## config.mk

```make
export PLATFORM = sky130hd
export DESIGN_NAME = sign_pipe
export DESIGN_NICKNAME = d
export VERILOG_FILES = /design/src/rtl/sign_pipe_pkg.sv /design/src/rtl/sign_pipe_lane.sv /design/src/rtl/sign_pipe.sv
export SDC_FILE = /design/constraint.sdc
export NUM_CORES = 1
export LEC_CHECK = 0
export CAP_MARGIN = 20
export CORE_AREA = 2 2 59 61
export CTS_CLUSTER_DIAMETER = 40
export DETAILED_ROUTE_END_ITERATION = 12
export DIE_AREA = 0 0 61 63
export HOLD_SLACK_MARGIN = 0.05
export PLACE_DENSITY = 0.92
export SETUP_SLACK_MARGIN = 0.4
export SLEW_MARGIN = 15
export SYNTH_ARGS = -nofsm -noshare
export SYNTH_HDL_FRONTEND = slang
export SYNTH_SLANG_ARGS = --single-unit
```

## constraint.sdc

```tcl
create_clock -name clk_i -period 7.2 [get_ports clk_i]
set_input_delay 1.44 -clock clk_i [delete_from_list [all_inputs] [get_ports clk_i]]
set_output_delay 1.44 -clock clk_i [all_outputs]
set_load 0.05 [all_outputs]
```

## src/rtl/sign_pipe_pkg.sv

```systemverilog
// Shared definitions for the sign_pipe datapath: per-transfer sign operation encoding.
package sign_pipe_pkg;

    typedef enum logic [1:0] {
        MODE_PASS = 2'b00,
        MODE_NEG  = 2'b01,
        MODE_ABS  = 2'b10,
        MODE_NABS = 2'b11
    } mode_t;

endpackage

```

## src/rtl/sign_pipe_lane.sv

```systemverilog
// One combinational lane: applies the sign operation at DATA_WIDTH+1 bits so that
// -MIN is representable, then folds the single overflow case back into range.
module sign_lane
    import sign_pipe_pkg::*;
#(
    parameter int DATA_WIDTH = 12,
    parameter bit SATURATE   = 1'b1
) (
    input  logic [DATA_WIDTH-1:0] x,
    input  mode_t                 mode,
    output logic [DATA_WIDTH-1:0] r,
    output logic                  ovf
);

    localparam logic [DATA_WIDTH-1:0] MAX_VAL = {1'b0, {(DATA_WIDTH-1){1'b1}}};
    localparam logic [DATA_WIDTH-1:0] MIN_VAL = {1'b1, {(DATA_WIDTH-1){1'b0}}};

    logic signed [DATA_WIDTH:0] x_ext;
    logic signed [DATA_WIDTH:0] r_ext;
    logic                       x_neg;
    logic                       x_pos;

    always_comb begin
        x_ext = signed'({x[DATA_WIDTH-1], x});
        x_neg = x[DATA_WIDTH-1];
        x_pos = !x[DATA_WIDTH-1] && (x != '0);
        r_ext = x_ext;
        case (mode)
            MODE_PASS: r_ext = x_ext;
            MODE_NEG:  r_ext = -x_ext;
            MODE_ABS:  r_ext = x_neg ? -x_ext : x_ext;
            MODE_NABS: r_ext = x_pos ? -x_ext : x_ext;
            default:   r_ext = x_ext;
        endcase

        // Result no longer fits in DATA_WIDTH bits only when it equals +2^(DATA_WIDTH-1).
        ovf = r_ext[DATA_WIDTH] ^ r_ext[DATA_WIDTH-1];

        if (ovf) begin
            r = SATURATE ? MAX_VAL : MIN_VAL;
        end else begin
            r = r_ext[DATA_WIDTH-1:0];
        end
    end

endmodule

```

## src/rtl/sign_pipe.sv

```systemverilog
// Two-stage valid/ready sign pipeline: S1 captures the input word and mode, S2 holds
// the per-lane results and overflow flags. Capacity two words, one transfer per cycle.
module sign_pipe
    import sign_pipe_pkg::*;
#(
    parameter int DATA_WIDTH = 12,
    parameter int CHANNELS   = 1,
    parameter bit SATURATE   = 1'b1
) (
    input  logic                           clk_i,
    input  logic                           rstn_i,
    input  logic [CHANNELS*DATA_WIDTH-1:0] data_i,
    input  logic [1:0]                     mode_i,
    input  logic                           valid_i,
    output logic                           ready_o,
    output logic [CHANNELS*DATA_WIDTH-1:0] data_o,
    output logic [CHANNELS-1:0]            ovf_o,
    output logic                           valid_o,
    input  logic                           ready_i
);

    localparam int BUS_W = CHANNELS * DATA_WIDTH;

    logic              v1;
    logic [BUS_W-1:0]  d1;
    mode_t             m1;

    logic              v2;
    logic [BUS_W-1:0]  d2;
    logic [CHANNELS-1:0] ovf2;

    logic              adv1;
    logic              adv2;

    logic [BUS_W-1:0]    lane_r;
    logic [CHANNELS-1:0] lane_ovf;

    // A stage may load when it is empty or when the stage after it is draining.
    assign adv2    = !v2 || ready_i;
    assign adv1    = !v1 || adv2;
    assign ready_o = adv1;

    assign data_o  = d2;
    assign ovf_o   = ovf2;
    assign valid_o = v2;

    for (genvar k = 0; k < CHANNELS; k++) begin : g_lane
        sign_lane #(
            .DATA_WIDTH (DATA_WIDTH),
            .SATURATE   (SATURATE)
        ) u_lane (
            .x    (d1[k*DATA_WIDTH +: DATA_WIDTH]),
            .mode (m1),
            .r    (lane_r[k*DATA_WIDTH +: DATA_WIDTH]),
            .ovf  (lane_ovf[k])
        );
    end

    always_ff @(posedge clk_i or negedge rstn_i) begin
        if (!rstn_i) begin
            v1 <= 1'b0;
            d1 <= '0;
            m1 <= MODE_PASS;
        end else if (adv1) begin
            v1 <= valid_i;
            if (valid_i) begin
                d1 <= data_i;
                m1 <= mode_t'(mode_i);
            end
        end
    end

    always_ff @(posedge clk_i or negedge rstn_i) begin
        if (!rstn_i) begin
            v2   <= 1'b0;
            d2   <= '0;
            ovf2 <= '0;
        end else if (adv2) begin
            v2 <= v1;
            if (v1) begin
                d2   <= lane_r;
                ovf2 <= lane_ovf;
            end
        end
    end

endmodule

```

# After elaboration in Yosys (flattened, before gate mapping)
# Index checks and enable logic that the tools add are counted.
[op_classes]
n_addsub = 1
eq_ne = 3
mux = 4
bitwise = 1
reduce_logical = 10
[ops]
columns = ["operator", "count"]
rows = [
  ["$pmux 13 s4", 1],
  ["$mux 13", 2],
  ["$neg 12->13", 1],
  ["$mux 12", 1],
  ["$reduce_bool 12->1", 1],
  ["$eq 2x2->1 const B", 2],
  ["$reduce_and 2->1", 2],
  ["$logic_not 1->1", 3],
  ["$eq 2x1->1 const B", 1],
  ["$logic_not 2->1", 1],
  ["$logic_or 1x1->1", 2],
  ["$logic_and 1x1->1", 1],
  ["$xor 1x1->1", 1],
]
[totals]
reg_bits = 29
word_cells = 25

# Logic depth before layout (Yosys ltp)
[logic_depth]
depth_word = 6
mapped_depth = 13
mapped_depth_nobuf = 12

# By module
# From an unflattened synthesis, not the netlist that was laid out.
[hier_totals]
hier_cells = 175
hier_area_um2 = 1928.1
[modules_own_cells]
columns = ["mod", "instances", "cells_per_inst", "area_each_um2", "seq_area_each_um2"]
rows = [
  ["sign_pipe", 1, 64, 1194.9, 725.7],
  ["sign_lane", 1, 111, 733.2, 0.0],
]

# Least setup slack after synthesis
# Ideal clock, no wire load.
[synth_path]
path_kind = "in2out"
startpoint = "input port ready_i"
endpoint = "output port ready_o"
arrival_ns = 1.929
t_required_ns = 5.760
slack_ns = 3.831
stages = 1
path_buffers = 0
path_cell_list = "nand3b_1"
[synth_between]
elab_chain_len = 2
[synth_lines]
columns = ["item", "line", "text"]
rows = [
  ["from (decl)", "sign_pipe.sv:19", "input logic ready_i"],
  ["$logic_or 1x1->1", "sign_pipe.sv:39", "assign adv2 = !v2 || ready_i;"],
  ["$logic_or 1x1->1", "sign_pipe.sv:40", "assign adv1 = !v1 || adv2;"],
  ["to (decl)", "sign_pipe.sv:15", "output logic ready_o,"],
]
# No other way between the ends.

# Worst setup path in the final report
# Ends and elaborated chain as after synthesis.

==> metrics.md <==
| Metric | Value |
|---|---|
| Status | finished, final reports clean |
| DP Area | around 0.002 mm² |
| Initial Util | between 50 and 60% |
| Syn. warnings | 0 |
| WL met3 | around 270 µm |
| Die ar. | roughly 0.0038 mm² |
| Top delay family on crit path | buffers and inverters |
| Wl on met1 | roughly 1600 µm |
| Reg power frac | about 36% |
| Clock Skew | about 0.011 ns |
| Max Freq | roughly 230 MHz |
| Inserted Diodes | 0 |
| Sw frac | a little over two fifths |
| Total grt overflow | 0 |
| Synth unique cells | 46 |
| Crit path DAT | 2.85 ns |
| P_sw | around 300 µW |
| Biggest area consumer among synthesized cells | dfrtp_1 |
| CTS Buffer Depth | 2 |
| Antenna-violating nets left | 0 |
| Clock sink total | 29 |
| Worst min-delay path category | reg -> reg |
| 1st-iter DRT viols | around 70 |
| CTS-repair resized insts | 0 |
| Met2 wire len | ~1700 µm |
| CP Max Fanout | 3 |
| Hold_buf cts | 0 |
| DP Worst Slack | 2.90 ns |
| Core ar. | 0.00323 mm² |
| Input/output buffers | 32 |
| Part of the power in the clock network | about a fifth |
| DR vias | roughly 1500 |
| Synth Register Bits | 29 |
| Area of the multi-input gates | approximately 920 µm² |
| Total Wirelength | 3660 µm |
| HPWL after DPL | 2750 µm |
| Internal power | slightly above 400 µW |
| Share of the synthesized area in the top cell type | 42.2% |
| Gpl congestion | 0.932 |
| Area Growth Syn to Fin | 24.3% |
| Fill count | 290 |
| Most frequent CP cell | clkdlybuf4s50_1 |
| Async SR Flop Fraction | 100% |
| Comb pwr share | between 40% and 50% |
| DRC | 0 |
| Max Cap Viol | 0 |
| Nets@finish | ~230 |
| Worst-path cell chain | clkdlybuf4s50_1, nand3b_1, clkdlybuf4s50_1 |
| Slowest CP cell | clkdlybuf4s50_1 |
| Setup WS post-layout | approximately 2.9 ns |
| Largest net degree at the start of global routing | 30 |
| Post-CTS Setup Repair Bufs | 0 |
| Mapped Cells | 181 |
| Post-synth net total | ~200 |
| Count leader, synth | dfrtp_1 |
| GR Util All Layers | a little over a fifth |
| Post-Syn Area | between 0.0015 and 0.002 mm² |
| Critical Path Start Type | primary input |
| RSZ-0062 raised after global routing | false |
| Root Driver | clkbuf_4 |
| Design area | 0.00214 mm² |
| # setup viols final | 0 |
| Tcrit/Tclk final | between 50% and 60% |
| Seq/Total Area, Yosys | 42.2% |
| Top-Level Pins | 33 |
| Critical Path Sink Type | output pin |
| Drt wl/cell | roughly 14 µm |
| CP peak stage delay | approximately 0.81 ns |
| Fin. max-slew vios | 0 |
| VDD IR max | 0.000187 V |
| Initial antenna violation count | 0 |
| Storage cell area | between 700 and 800 µm² |
| Slew @ Worst Pin | 0.615 ns |
| Vias in the first global route | approximately 1300 |
| Vias per cell | between 5 and 6 |
| Worst-path clk slew | roughly 0.09 ns |
| CP Class | in -> out |
| Clk_lat worst skew | roughly 0.32 ns |
| CP Data Required Time | around 5.8 ns |
| Pwr Total | approximately 700 µW |
| Leak | approximately 0.00085 µW |
| Die height | 63 µm |
| Synth cell count leaders | dfrtp_1 (29), nor2_1 (24), mux2_2 (14) |
| Setup tns final | 0 ns |
| Synth top area cells | dfrtp_1 (42%), mux2_2 (9.2%), nor2_1 (5.2%), ha_1 (2.9%), o21ai_0 (2.9%) |
| Most used flip-flop cell after synthesis | dfrtp_1 |
| Die Wd | between 60 and 70 µm |
| Global-route wire length before repair | about 6100 µm |
| Hold Startpoint | data_o[8]$_DFFE_PN0P_ |
| H-Tree Depth | 2 |
| Rel. slew slack | between 50% and 60% |
| Top layer in use | met4 |
| Drt pass-1 iters | 5 |
| Layout cell share with drive strength beyond 1 | between 10% and 20% |
| Post-synth EDFFs | 0 |
| Worst setup path start | ready_i |
| # rows | 21 |
| Worst flop-to-flop path startpoint | d1[1]$_DFFE_PN0P_ |
| Final hold violation count | 0 |
| Mapped Avg Cell Area | 9.49 µm² |
| PwrDens | approximately 330 mW/mm² |
| Num CTS Buffers | 5 |
| CTS tree | done |
| Worst Path Buf+Inv | 2 |
| Post-route minimum period | around 4.3 ns |
==> worst paths after layout <==
| path | cells after the start | to | slack (ns) |
|---|---|---|---|
| max in group asynchronous | 2 | d1[2]$_DFFE_PN0P_ | 5.43 |
| setup / recovery | 3 | ready_o | 2.91 |
| hold / removal | 2 | data_o[8]$_DFFE_PN0P_ | 0.48 |
| min in group asynchronous | 2 | valid_o$_DFFE_PN0P_ | 1.49 |
| setup reg to reg | 12 | data_o[1]$_DFFE_PN0P_ | 3.44 |
| hold reg to reg | 2 | data_o[8]$_DFFE_PN0P_ | 0.48 |
==> through the flow <==
step | instances | util (%) | hold slack [ns]
2_1_floorplan | 181 | - | 0.471
3_3_place_gp | 249 | 63.5 | 0.461
4_1_cts | 257 | 66.1 | 0.486
6_report | 257 | 66.1 | 0.485
3_5_place_dp | 249 | 63.5 | 0.464
5_1_grt | 257 | 66.1 | 0.510
==> layer usage <==
layer  up-vias  GRT usage [%]
met5         -              0
met4         0           7.34
met3         5           5.38
met2        60           31.7
met1       692           29.7
li1        722              -
==> worst min-delay path: stages (launching register included) <==
cell and delay (ns):
dfrtp_1 0.35, nand2_1 0.05, nand2_1 0.05
==> layout by cell type (no fill, tap or decap), types with 2 or more instances in the layout <==
cell type | synthesis | layout
a221oi_1 | 2 | 2
nor3_1 | 5 | 5
inv_1 | 4 | 4
o32ai_1 | 2 | 2
o21bai_1 | 2 | 2
xor2_1 | 2 | 2
o21ai_0 | 10 | 10
o221ai_1 | 3 | 3
nand3_1 | 2 | 2
mux2_2 | 14 | 14
nor4_1 | 2 | 2
mux2i_1 | 2 | 2
clkdlybuf4s50_1 | 0 | 32
or4_1 | 2 | 2
or3_1 | 3 | 3
and2_1 | 3 | 3
a31oi_1 | 4 | 4
nor2_1 | 24 | 24
clkbuf_4 | 0 | 5
nand2b_1 | 4 | 4
dfrtp_1 | 29 | 29
ha_1 | 4 | 4
a21boi_1 | 2 | 2
o21ai_1 | 3 | 3
a21oi_1 | 9 | 9
or3b_1 | 2 | 2
nand2_1 | 12 | 12
xnor2_1 | 3 | 3
==> logic make-up after synthesis <==
group	count (synthesis)	share of synthesized area, %
mux	16	10.3
fa+ha+maj	4	2.91
simple gates	67	20.8
compound gates	45	17.3
xor+xnor	5	2.55
buf+inv	15	3.93
flops	29	42.2
==> state kept, by name (all words and copies together), names as in the netlist <==
signal,flops
d1,12
data_o,12
m1,2
ovf_o,1
v1,1
valid_o,1
==> power groups by stage <==
stage	Sequential [µW]	Combinational [µW]	Clock (µW)
after global routing	259	338	147
after floorplan	344	123	0
after detailed placement	256	315	0
after CTS	252	316	140
after global placement	253	311	0
final	252	315	137
==> layout make-up <==
cell class                      instances  share of cell area, %
Multi-Input combinational cell        137                   43.3
Sequential cell                        29                   34.0
Timing Repair Buffer                   33                   15.3
Tap cell                               46                   2.69
Clock buffer                            7                   2.58
Clock inverter                          1                   1.41
Inverter                                4                  0.703
Power figures use the tool's default switching activity.
